--- src/rtl/rr_mux_arb.sv ---
// N-channel arbitrated multiplexer with a one-word registered output stage.
// Round-robin or fixed-priority grant; one word per cycle sustained throughput.
module rr_mux_arb #(
    parameter int unsigned WIDTH = 4,
    parameter int unsigned N     = 8,
    parameter int unsigned RR    = 1
) (
    input  logic                 clk,
    input  logic                 reset,
    input  logic [N-1:0]         in_valid,
    input  logic [N*WIDTH-1:0]   in_data,
    output logic [N-1:0]         in_ready,
    output logic                 out_valid,
    output logic [WIDTH-1:0]     out_data,
    output logic [$clog2(N)-1:0] out_sel,
    input  logic                 out_ready
);

    localparam int unsigned SW = $clog2(N);

    logic [SW-1:0]    ptr_q, ptr_d;
    logic             out_valid_q, out_valid_d;
    logic [WIDTH-1:0] out_data_q, out_data_d;
    logic [SW-1:0]    out_sel_q, out_sel_d;

    logic             load_en;
    logic             grant_found;
    logic [SW-1:0]    grant_idx;
    logic [SW-1:0]    start;
    logic [SW-1:0]    cand_idx;
    logic [N-1:0]     grant_oh;
    logic [WIDTH-1:0] sel_data;
    logic             xfer;
    int unsigned      cand;
    int unsigned      next_ptr;

    // Reset gates load_en so nothing is accepted while reset is held.
    assign load_en = (!out_valid_q || out_ready) && reset;
    assign start   = (RR != 0) ? ptr_q : '0;

    // Scan upward from the pointer, wrapping modulo N; first requester wins.
    always_comb begin
        grant_found = 1'b0;
        grant_idx   = '0;
        cand        = 0;
        cand_idx    = '0;
        for (int unsigned k = 0; k < N; k++) begin
            cand     = (32'(start) + k) % N;
            cand_idx = SW'(cand);
            if (!grant_found && in_valid[cand_idx]) begin
                grant_found = 1'b1;
                grant_idx   = cand_idx;
            end
        end
    end

    assign xfer = load_en && grant_found;

    always_comb begin
        grant_oh = '0;
        if (xfer) begin
            grant_oh[grant_idx] = 1'b1;
        end
    end

    assign in_ready = grant_oh;

    // One-hot driven mux keeps every other channel's bits out of the result.
    always_comb begin
        sel_data = '0;
        for (int unsigned i = 0; i < N; i++) begin
            if (grant_oh[i]) begin
                sel_data = in_data[i*WIDTH +: WIDTH];
            end
        end
    end

    always_comb begin
        next_ptr    = (32'(grant_idx) + 1) % N;
        out_valid_d = out_valid_q;
        out_data_d  = out_data_q;
        out_sel_d   = out_sel_q;
        ptr_d       = ptr_q;
        if (xfer) begin
            out_valid_d = 1'b1;
            out_data_d  = sel_data;
            out_sel_d   = grant_idx;
            if (RR != 0) begin
                ptr_d = SW'(next_ptr);
            end
        end else if (out_ready) begin
            out_valid_d = 1'b0;
        end
    end

    always_ff @(posedge clk) begin
        if (!reset) begin
            out_valid_q <= 1'b0;
            out_data_q  <= '0;
            out_sel_q   <= '0;
            ptr_q       <= '0;
        end else begin
            out_valid_q <= out_valid_d;
            out_data_q  <= out_data_d;
            out_sel_q   <= out_sel_d;
            ptr_q       <= ptr_d;
        end
    end

    assign out_valid = out_valid_q;
    assign out_data  = out_data_q;
    assign out_sel   = out_sel_q;

endmodule

--- config.mk ---
export PLATFORM = sky130hd
export DESIGN_NAME = rr_mux_arb
export DESIGN_NICKNAME = d
export VERILOG_FILES = /design/src/rtl/rr_mux_arb.sv
export SDC_FILE = /design/constraint.sdc
export NUM_CORES = 1
export LEC_CHECK = 0
export ABC_AREA = 0
export CAP_MARGIN = 20
export CORE_UTILIZATION = 52
export CTS_CLUSTER_DIAMETER = 200
export DETAILED_ROUTE_END_ITERATION = 10
export GPL_TIMING_DRIVEN = 1
export PLACE_DENSITY = 0.86
export SLEW_MARGIN = 20
export SYNTH_ARGS = -nofsm -noshare
export SYNTH_HDL_FRONTEND = slang
export SYNTH_SLANG_ARGS = --single-unit
--- constraint.sdc ---
create_clock -name clk -period 9.25 [get_ports clk]
set_input_delay 1.85 -clock clk [delete_from_list [all_inputs] [get_ports clk]]
set_output_delay 1.85 -clock clk [all_outputs]
set_load 0.01 [all_outputs]
==> impl_metrics.yaml, run 1 <==
die:
  die_x_um: 65.1
  die_h_um: 65.1
  ios: 59
  core_um2: 3740
  dieArea_um2: 4240
  start_util_pct: 55.4
  rows: 22
setup_path:
  endpoint_kind: "output pin"
  crit_family: "buffers and inverters"
  path_cells: "clkdlybuf4s50_1 -> mux2i_1 -> mux4_1 -> a32oi_2 -> nor4_2 -> a21oi_1 -> nand2_1 -> inv_1 -> and3_1 -> clkdlybuf4s50_1"
  reg2regPathDepth: 11
  r2r_setup_slack_ps: 4520
  worstSetupPathType: "input pin to output pin"
  crit_path_frequent_cell: "clkdlybuf4s50_1"
  cp.required_ps: 7400
  crit_cells: 10
  worst-path-buf-inv: 3
  arrival_ps: 5490
  path_max_fanout: 12
  setup.worst_path.start_class: "input pin"
  slowest_delay_ps: 670
  crit_slowest_cell: "clkdlybuf4s50_1"
synthesis:
  synth_top_area_share_pct: 13.0
  yosysTopAreaCell: "mux4_2"
  avgSynthCellArea_um2: 9.42
  ys_seq_elements: 11
  seq_area_frac_synth_pct: 10.6
  synthTopCellsByCount: "mux2i_1 (25), nor2_1 (18), nand2_1 (17)"
  synth.most_common_cell: "mux2i_1"
  synth_area_um2: 2070
  synth-edff-count: 0
  yosys_warnings: 0
  synth_async_sr_flop_share_pct: 0
  synth_fp_nets: 266
  syn_inst: 220
  ys.flop_type: "dfxtp_1"
  synth.area.top_cells: "mux4_2 (13%), mux2i_1 (12%), dfxtp_1 (11%)"
  ys_types: 63
worst_hold_path:
  hold_path.class: "register to register"
  hold_path_depth: 2
power:
  switching_power_mw: 0.518
  p_clk_share_pct: 4.9
  leakagePower_nw: 1.01
  cellPowerDensity_nw_per_um2: 382
  intPower_mw: 0.472
  power.share.sequential_pct: 9.2
  p_comb_share_pct: 85.9
  total_power_mw: 0.991
  vdd.ir_drop.worst_v: 0.000261
  p_sw_share_pct: 52.3
clock_network:
  cts_buffers: 3
  post_cts_resized: 0
  cts-root-buf: "clkbuf_8"
  cts.clk_slew.worst_paths_ps: 50
  clock_latency_ps: 240
  holdBufCountCts: 0
  htree_levels: 1
  post_cts_buffers: 0
  cts_tree: "built"
  clockBufferDepth: 2
  clock-sinks: 11
placed_design:
  place_inst: 312
  gp_congestion: 0.928
  io_buffers: 58
  place_hpwl_um: 4210
routing:
  drt_iter0_markers: 133
  avgViaCountPerCell: 6.37
  drc: 0
  postRouteWirelength_um: 5620
  drt_first_pass_iters: 4
  wl_per_cell_um: 17.8
  num_vias: 2014
  ant_nets: 0
sta:
  setup_viol_count_final: 0
  tightestPinTransition_ps: 833
  post-route-period-util_pct: 79.4
  drv_slew: 0
  max_freq_ghz: 0.136
  hold_violations: 0
  max_slew_margin_pct: 44.4
  rsz0062_at_grt: "false"
  holdWs_ps: 456
  setup_tns_ps: 0
  fin_skew_ps: 2.02
  fin_crit_ps: 7340
cells_and_area:
  layoutNonFillerInstCount: 316
  area_growth_pct: 25.1
  fillCellCount: 306
  nNetsFinal: 315
  layout-drive-gt1-share_pct: 16.8
  n_antenna_cell: 0
job:
  cap_violations: 0
grt:
  grt_pass1_vias: 1897
  grt_pass1_wl_um: 8930
  grt_max_degree: 22
  gr-total-overflow: 0
  gr-usage-all-layers_pct: 27.2
  antenna_found_initial: 0
status:
  status: "complete, no violations"
==> tightest hold or removal path, delay by kind of cell, from the launching register on <==
family        cells  cell delay (ps)
simple gates      2              110
flops             1              310
==> layout by cell type (no fill, tap or decap), drive strengths merged, types with 2 or more instances in the layout <==
master	instances
a22oi	2
dfxtp	11
xnor2	3
nor3	5
o211a	2
ha	3
mux2i	26
o21ai	9
o32ai	4
inv	10
a21boi	2
a221o	3
nand3	10
a21o	2
mux4	14
a221oi	3
and3	5
nor2	19
xor2	2
a21oi	15
o31ai	8
clkbuf	4
and2	2
nand2b	2
mux2	7
a211oi	3
clkdlybuf4s50	58
nand2	18
==> through the flow <==
step | setup slack, ps | area [µm²] | util (%)
global route | 1660 | 2590 | 69.3
global placement | 2080 | 2550 | 68.1
detailed placement | 1960 | 2550 | 68.1
CTS | 1960 | 2590 | 69.3
finish | 1910 | 2590 | 69.3
floorplan | 3340 | 2070 | -
==> final timing paths <==
path                                 from                  endpoint
setup reg to reg    ptr_q[1]$_SDFFE_PN0P_  out_data[0]$_SDFFE_PN0P_
hold reg to reg   out_sel[0]$_SDFFE_PN0P_   out_sel[0]$_SDFFE_PN0P_
hold / removal    out_sel[0]$_SDFFE_PN0P_   out_sel[0]$_SDFFE_PN0P_
setup / recovery              in_valid[7]               in_ready[0]
==> metal layers <==
layer / vias up / part of all wire (%) / routed length [µm] / global-route usage (%)
met4: 0 / 1.6 / 92 / 7.61
li1: 956 / - / - / -
met3: 13 / 6.9 / 387 / 3.47
met1: 965 / 43 / 2430 / 36.9
met2: 80 / 48 / 2710 / 45.4
met5: - / 0 / 0 / 0
==> area by class of cell <==
type | count | area (µm²) | area share, %
multi-input combinational | 183 | 1620 | 62.4
timing repair buffer | 59 | 588 | 22.7
sequential | 11 | 220 | 8.49
inverter | 11 | 62.6 | 2.41
tap | 48 | 60.1 | 2.32
clock buffer | 4 | 45.0 | 1.74
==> flip-flops by register name, summed over array words and instances (netlist names) <==
name       count
out_data       4
out_sel        3
out_valid      1
ptr_q          3
==> power by group through the flow <==
stage / registers [mW] / logic (mW) / clock network [mW]
2_1_floorplan: 0.0800 / 0.727 / 0
3_3_place_gp: 0.0907 / 0.822 / 0
3_5_place_dp: 0.0917 / 0.836 / 0
4_1_cts: 0.0912 / 0.843 / 0.0484
5_1_grt: 0.0952 / 0.916 / 0.0520
6_report: 0.0916 / 0.851 / 0.0481
==> cells by family (layout without fill, tap and decap cells) <==
logic type	Yosys count	after routing	share of synthesized area, %
fa+ha+maj	3	3	1.81
flops	11	11	10.6
simple gates	66	66	16.5
buf+inv	26	74	11.3
mux	47	47	33.1
xor+xnor	5	5	2.11
compound gates	62	62	24.6
Note: power is estimated with default switching activity, not from simulation.
==> run 2, diff against run 1 <==
Settings changed: CORE_UTILIZATION 52 to 49, PLACE_DENSITY 0.86 to 0.82.
Clock period 9.25 ns to 7.6 ns, I/O delays scaled along.
==> run 2 against run 1 <==
  * Cell count increased by 1.3%
  * Critical path type unchanged
  * Count of clock-buffer cells in the layout unchanged
  * Setup slack got worse by 920 ps
  * Highest routed layer unchanged
==> impl_metrics.yaml, run 2 (synthesis gave the netlist of run 1 again) <==
clock_network:
  holdBufCountCts: 0
  cts_buffers: 3
  cts.clk_slew.worst_paths_ps: 50
  clockBufferDepth: 2
  cts_tree: "built"
  post_cts_resized: 0
  cts-root-buf: "clkbuf_8"
  htree_levels: 1
  clock_latency_ps: 240
  clock-sinks: 11
  post_cts_buffers: 0
setup_path:
  worstSetupPathType: "input pin to output pin"
  path_cells: "clkdlybuf4s50_1 -> mux2i_1 -> mux4_2 -> a32oi_2 -> nor4_2 -> a21oi_1 -> nand2_1 -> inv_1 -> and3_1 -> clkdlybuf4s50_1"
  slowest_delay_ps: 710
  crit_family: "buffers and inverters"
  crit_path_frequent_cell: "clkdlybuf4s50_1"
  cp.required_ps: 6080
  crit_cells: 10
  reg2regPathDepth: 12
  crit_slowest_cell: "clkdlybuf4s50_1"
  setup.worst_path.start_class: "input pin"
  worst-path-buf-inv: 3
  endpoint_kind: "output pin"
  path_max_fanout: 12
  arrival_ps: 5090
sta:
  max_freq_ghz: 0.151
  hold_violations: 0
  tightestPinTransition_ps: 809
  setup_tns_ps: 0
  holdWs_ps: 464
  fin_crit_ps: 6610
  rsz0062_at_grt: "false"
  fin_skew_ps: 3.75
  drv_slew: 0
  max_slew_margin_pct: 46.1
  post-route-period-util_pct: 87.0
  setup_viol_count_final: 0
placed_design:
  gp_congestion: 0.953
  place_area_um2: 2570
  place_hpwl_um: 4080
  io_buffers: 58
die:
  dieArea_um2: 4500
  ios: 59
  die_x_um: 67.0
  die_h_um: 67.0
  core_um2: 4030
  start_util_pct: 51.5
  rows: 23
routing:
  drc: 0
  wl_per_cell_um: 16.7
  drt_iter0_markers: 181
  drt_first_pass_iters: 4
  postRouteWirelength_um: 5340
  ant_nets: 0
  avgViaCountPerCell: 6.12
  num_vias: 1959
job:
  cap_violations: 0
power:
  total_power_mw: 1.21
  leakagePower_nw: 1.02
  cellPowerDensity_nw_per_um2: 462
  vdd.ir_drop.worst_v: 0.000258
cells_and_area:
  seqCellArea_um2: 220
  multi_input_area_um2: 1620
  n_antenna_cell: 0
  nNetsFinal: 317
  final_cell_mix: "clkdlybuf4s50_1 (58), mux2i_1 (25), nor2_1 (18), nand2_1 (17), a21oi_1 (15)"
  final_common_cell: "clkdlybuf4s50_1"
  area_growth_pct: 26.0
  final_area_um2: 2610
  largest_register_ffs: 4
  fillCellCount: 345
  layout-drive-gt1-share_pct: 17.4
status:
  status: "complete, no violations"
grt:
  grt_max_degree: 19
  grt_pass1_vias: 1723
  antenna_found_initial: 0
  gr-total-overflow: 0
  grt_pass1_wl_um: 8310
  gr-usage-all-layers_pct: 24.6
worst_hold_path:
  hold_path.class: "register to register"
  hold_path_depth: 2
-- run 2: changes by cell type in the layout (fill, tap and decap cells not counted), sizes merged --
cell / before / now
buf: 1 / 3
-- run 2: layout make-up --
| cell class | count | area share, % |
|---|---|---|
| repair buffers | 61 | 23.1 |
| inverters | 11 | 2.40 |
| clock buffers | 4 | 1.72 |
| flip-flops and latches | 11 | 8.43 |
| well taps | 50 | 2.40 |
| multi-input cells | 183 | 62.0 |
-- run 2: tightest hold or removal path, delay by kind of cell (launching register included) --
family | cells | cell delay, ps
simple gates | 2 | 110
flops | 1 | 310
-- run 2: through the flow --
| stage | utilization (%) | setup slack (ps) | cells |
|---|---|---|---|
| after floorplan | - | 2350 | 220 |
| after global placement | 63.7 | 1190 | 316 |
| after detailed placement | 63.7 | 982 | 316 |
| after CTS | 64.8 | 987 | 320 |
| after global routing | 64.8 | 664 | 320 |
| final | 64.8 | 987 | 320 |
-- run 2: report_power, final --
part	total [mW]	internal [mW]	switching (mW)	leakage, nW
registers	0.0987	0.0795	0.0191	0.0913
clock network	0.0599	0.0369	0.0230	0.0228
logic	1.05	0.468	0.579	0.906
-- run 2: final timing paths --
check                                          endpoint  slack (ps)                    start
worst max-delay path                        in_ready[2]         990              in_valid[1]
worst min register to register  out_sel[0]$_SDFFE_PN0P_         460  out_sel[0]$_SDFFE_PN0P_
worst max register to register    ptr_q[2]$_SDFFE_PN0P_        3290    ptr_q[0]$_SDFFE_PN0P_
worst min-delay path            out_sel[0]$_SDFFE_PN0P_         460  out_sel[0]$_SDFFE_PN0P_
-- run 2: routing by layer --
layer,share of wire [%],vias up,GRT usage [%]
met2,47,72,37.5
met5,0,-,0
met1,47,919,35.7
met4,1.6,0,7.71
li1,-,960,-
met3,4.8,8,2.74
